**src/rtl/mux_pkg.sv**
```systemverilog
// Shared definitions for the N:1 stream multiplexer: selection modes and
// the select/grant width derivation.
package mux_pkg;

  typedef enum logic {
    MODE_FIXED = 1'b0,
    MODE_RR    = 1'b1
  } mode_e;

  // Select/grant width: ceil(log2(n)), never narrower than one bit.
  function automatic int unsigned sw_of(input int unsigned n);
    return (n <= 2) ? 1 : $clog2(n);
  endfunction

endpackage

```
**src/rtl/mux_n1_stream_rr_pick.sv**
```systemverilog
// Rotating-priority picker: returns the first asserted request at or after
// ptr, wrapping modulo CHANNELS.
module rr_pick
  import mux_pkg::*;
#(
  parameter int unsigned CHANNELS = 4,
  parameter int unsigned SW       = sw_of(CHANNELS)
) (
  input  logic [CHANNELS-1:0] req,
  input  logic [SW-1:0]       ptr,
  input  logic                en,
  output logic                found,
  output logic [SW-1:0]       idx
);

  logic [2*CHANNELS-1:0] rot;

  always_comb begin
    // Bit k of rot is req[(ptr + k) mod CHANNELS] for k < CHANNELS (ptr < CHANNELS).
    rot   = {req, req} >> ptr;
    found = 1'b0;
    idx   = '0;
    if (en) begin
      for (int unsigned k = 0; k < CHANNELS; k++) begin
        if (!found && rot[k]) begin
          found = 1'b1;
          idx   = SW'((32'(ptr) + k) % CHANNELS);
        end
      end
    end
  end

endmodule

```
**src/rtl/mux_n1_stream.sv**
```systemverilog
// N:1 stream multiplexer with a registered valid/ready output stage and
// fixed-select or round-robin channel selection.
module mux_n1_stream
  import mux_pkg::*;
#(
  parameter int unsigned WIDTH    = 4,
  parameter int unsigned CHANNELS = 4,
  parameter int unsigned SW       = sw_of(CHANNELS)
) (
  input  logic                      clk,
  input  logic                      rst,
  input  logic [CHANNELS*WIDTH-1:0] in_data,
  input  logic [CHANNELS-1:0]       in_valid,
  output logic [CHANNELS-1:0]       in_ready,
  input  logic                      mode,
  input  logic [SW-1:0]             sel,
  output logic [WIDTH-1:0]          out_data,
  output logic                      out_valid,
  input  logic                      out_ready,
  output logic [SW-1:0]             out_grant
);

  logic                      rr_mode;
  logic                      load_en;
  logic                      rr_found;
  logic [SW-1:0]             rr_idx;
  logic                      fixed_hit;
  logic                      win_found;
  logic [SW-1:0]             win_idx;
  logic [SW-1:0]             ptr;
  logic [CHANNELS-1:0]       valid_sh;
  logic [CHANNELS*WIDTH-1:0] data_sh;

  assign rr_mode = (mode_e'(mode) == MODE_RR);
  assign load_en = !out_valid || out_ready;

  rr_pick #(
    .CHANNELS(CHANNELS),
    .SW      (SW)
  ) u_pick (
    .req  (in_valid),
    .ptr  (ptr),
    .en   (rr_mode),
    .found(rr_found),
    .idx  (rr_idx)
  );

  always_comb begin
    valid_sh  = in_valid >> sel;
    fixed_hit = (32'(sel) < CHANNELS) && valid_sh[0];
    win_found = rr_mode ? rr_found : fixed_hit;
    win_idx   = rr_mode ? rr_idx : sel;
    in_ready  = '0;
    if (!rst && load_en && win_found) begin
      in_ready = CHANNELS'(1) << win_idx;
    end
    data_sh = in_data >> (32'(win_idx) * WIDTH);
  end

  always_ff @(posedge clk) begin
    if (rst) begin
      out_valid <= 1'b0;
      out_data  <= '0;
      out_grant <= '0;
      ptr       <= '0;
    end else if (load_en) begin
      if (win_found) begin
        out_data  <= data_sh[WIDTH-1:0];
        out_grant <= win_idx;
        out_valid <= 1'b1;
        if (rr_mode) begin
          ptr <= (win_idx == SW'(CHANNELS - 1)) ? '0 : win_idx + 1'b1;
        end
      end else begin
        out_valid <= 1'b0;
      end
    end
  end

endmodule

```
**config.mk**
```make
export PLATFORM = sky130hd
export DESIGN_NAME = mux_n1_stream
export DESIGN_NICKNAME = d
export VERILOG_FILES = /design/src/rtl/mux_pkg.sv /design/src/rtl/mux_n1_stream_rr_pick.sv /design/src/rtl/mux_n1_stream.sv
export SDC_FILE = /design/constraint.sdc
export NUM_CORES = 1
export LEC_CHECK = 0
export ABC_CLOCK_PERIOD_IN_PS = 2900
export CORE_MARGIN = 2
export CORE_UTILIZATION = 35
export CTS_BUF_LIST = sky130_fd_sc_hd__clkbuf_4 sky130_fd_sc_hd__clkbuf_8 sky130_fd_sc_hd__clkbuf_16
export CTS_CLUSTER_DIAMETER = 120
export DETAILED_ROUTE_END_ITERATION = 10
export MAX_ROUTING_LAYER = met4
export PLACE_DENSITY_LB_ADDON = 0.3
export SYNTH_ARGS = -nofsm -noshare
export SYNTH_HDL_FRONTEND = slang
export SYNTH_HIERARCHICAL = 1
export SYNTH_SLANG_ARGS = --single-unit
```
**constraint.sdc**
```tcl
create_clock -name clk -period 2.9 [get_ports clk]
set_input_delay 0.29 -clock clk [delete_from_list [all_inputs] [get_ports clk]]
set_output_delay 0.29 -clock clk [all_outputs]
set_load 0.01 [all_outputs]
```
==> impl_metrics.csv <==
group,metric,value,unit
pwr,powerDensity,344.7,nW/µm²
floorplanning,die_h,50.70,µm
route,routed_wl,1.973,mm
sta,finalHoldViolCount,0,
route,post_drt_wl_per_cell,12.90,µm
synth,synth_area_per_cell,9.196,µm²
cts,numCtsBuffers,3,
synth,ys_ff_latch,9,
place,port-buffer-count,36,
sta,rsz0062_at_grt,"no",
global_route,grt_max_degree,11,
cells_and_area,stdcell_count,153,
cells_and_area,final_cell_mix,"clkdlybuf4s50_1 (31), mux2i_1 (14), nor2_1 (8), dfxtp_1 (8), inv_1 (7)",
worst_setup_path,cpMostUsedCell,"clkdlybuf4s50_1",
worst_setup_path,path_class,"primary input to primary output",
floorplanning,core,2002,µm²
cts,cts_setup_buffers,0,
route,antenna_left,0,
worst_setup_path,cp.required,2610,ps
floorplanning,die_w,50.70,µm
status,status,"completed",
sta,max_freq,0.3605,GHz
sta,fin_ws,125.7,ps
worst_setup_path,worstPathMaxFanout,4,
synth,synth_cell_type_count,26,
place,dp_hpwl,1.600,mm
worst_hold_path,hold_path.class,"register to register",
cts,numClockSinks,9,
worst_setup_path,startpoint,"in_valid[1]",
sta,fin_crit,2774,ps
cts,cts.clk_slew.worst_paths,60,ps
floorplanning,die_area,2570,µm²
cells_and_area,seqCellArea,181.4,µm²
synth,synth_warnings,6,
cts,cts_buffer_depth,2,
synth,syn-num-nets,113,
synth,synth.top_cell.area_share,23.61,%
synth,synthArstFlopShare,0,%
cells_and_area,fillers,178,
cts,clock-root-buffer,"clkbuf_4",
route,drtPass1Iterations,4,
global_route,grt_pass1_wl,3.332,mm
cts,tritoncts,"built",
place,place_inst,149,
route,route.detailed.drc,0,
synth,ys_top_cells_by_area,"dfxtp_1 (24%), mux2i_1 (18%), ha_1 (6.6%)",
route,vias,767,
synth,synth_largest_area_cell,"dfxtp_1",
cells_and_area,final_nets,157,
synth,synth-edff-count,0,
cells_and_area,area_delta_synth_final,61.15,%
route,avgViaCountPerCell,5.013,
place,place_congestion,0.7491,
sta,skew,5.416,ps
cells_and_area,multi_input_area,546.8,µm²
synth,synth_area,763.2,µm²
global_route,grt_pass1_vias,724,
worst_hold_path,worstHoldStart,"out_grant[0]",
sta,post-route-period-util,95.67,%
cells_and_area,drive_above_1_share,17.46,%
cells_and_area,final_common_cell,"clkdlybuf4s50_1",
sta,setup_tns,0,ps
sta,finalMaxSlewViolations,0,
worst_setup_path,path_cells,"clkdlybuf4s50_1, o41a_1, o21ai_1, a311oi_2, mux2i_1, buf_4, ha_1, inv_1, nor2_1, clkdlybuf4s50_1",
worst_setup_path,critPathLaunchType,"primary input",
pwr,peakVddDrop,0.0002911,V
floorplanning,ioPinCount,37,
global_route,antenna_found_initial,0,
synth,postSynthCellCount,83,
sta,setup_violations,0,
pwr,total_power,424.0,µW
worst_setup_path,slowest_delay,550,ps
floorplanning,start_util,38.13,%
worst_setup_path,cp_slowest_cell,"clkdlybuf4s50_1",
synth,synthFlopType,"dfxtp_1",
pwr,leakage,0.0005345,µW
worst_setup_path,endpoint_kind,"primary output",
sta,max_slew_margin,78.31,%
sta,tightest_slew,324.3,ps
place,post-place-ws,-40.08,ps
worst_setup_path,r2r-start,"ptr[1]",
route,drtIter0Drc,8,
floorplanning,row_count,16,
cts,insertion_delay,260,ps
global_route,grt.total_usage,17.41,%
cts,h-tree-depth,1,
worst_setup_path,crit_arrival,2480,ps
cells_and_area,diodes,0,
flow_run,cap_violations,0,
global_route,gr-total-overflow,0,
synth,seq_area_frac_synth,23.61,%
## repair_timing
| action | CTS | global route |
|---|---|---|
| hold endpoints to repair | 0 | 0 |
| hold buffers | 0 | 0 |
| gates resized for setup | 3 | 5 |
| cloned | 0 | 0 |
| setup endpoints to repair | 2 | 3 |
## cell usage after synthesis (all sizes together) (2+ instances only)
cell	number
a21oi	4
a311oi	3
dfxtp	9
mux2	5
nand3b	2
mux2i	14
nor2b	6
clkbuf	2
o2bb2ai	5
inv	7
nand2b	3
nor2	8
ha	4
## state kept, by name, indices dropped and copies added, names as in the netlist
signal	flops
out_data	4
ptr	2
out_valid	1
out_grant	2
## area by class of cell
class                           count  share of cell area [%]
Tap cell                           27                   2.747
Clock buffer                        4                   2.442
Sequential cell                     9                   14.75
Timing Repair Buffer               42                   33.06
Inverter                            8                   2.543
Multi-Input combinational cell     63                   44.46
## where the power goes
| group | internal [µW] | switching [µW] | leakage [µW] |
|---|---|---|---|
| logic | 101 | 71.5 | 0.000441 |
| clock network | 62.4 | 44.9 | 0.0000184 |
| registers | 136 | 8.04 | 0.0000746 |
## metal layers
metal	track usage, %	up-vias	part of all wire (%)
li1	-	388	-
met1	22.38	360	46
met2	26.97	17	48
met3	4.167	2	5.2
met4	5.405	0	0.61
met5	-	-	0
## path summary, 6_finish.rpt
kind         slack (ps)           end  cells past startpoint
max                 130   in_ready[0]                     10
min                 550  out_grant[0]                      2
max reg2reg         800   out_data[0]                     10
min reg2reg         550  out_grant[0]                      2
## logic make-up after synthesis
kind of cell               share of synthesized area, %
muxes                                             29.18
buffers and inverters                             6.558
and+or+nand+nor                                   15.08
AOI/OAI and AO/OA                                 19.02
adders and majority gates                         6.558
DFF                                               23.61
## worst max-delay path, delay by kind of cell
family	cells	cell delay (ps)
adders and majority gates	1	140
buffers and inverters	4	1180
muxes	1	150
AOI/OAI and AO/OA	3	630
and+or+nand+nor	1	90
## stage by stage
| step | cell area (µm²) | util (%) | hold slack, ps |
|---|---|---|---|
| after floorplan | 763.2 | - | 527.3 |
| after global placement | 1184 | 59.13 | 521.1 |
| after detailed placement | 1184 | 59.13 | 540.5 |
| after CTS | 1210 | 60.44 | 547.6 |
| after global routing | 1230 | 61.44 | 580.8 |
| final | 1230 | 61.44 | 549.8 |
No activity file was read; power rests on OpenSTA's default activity.
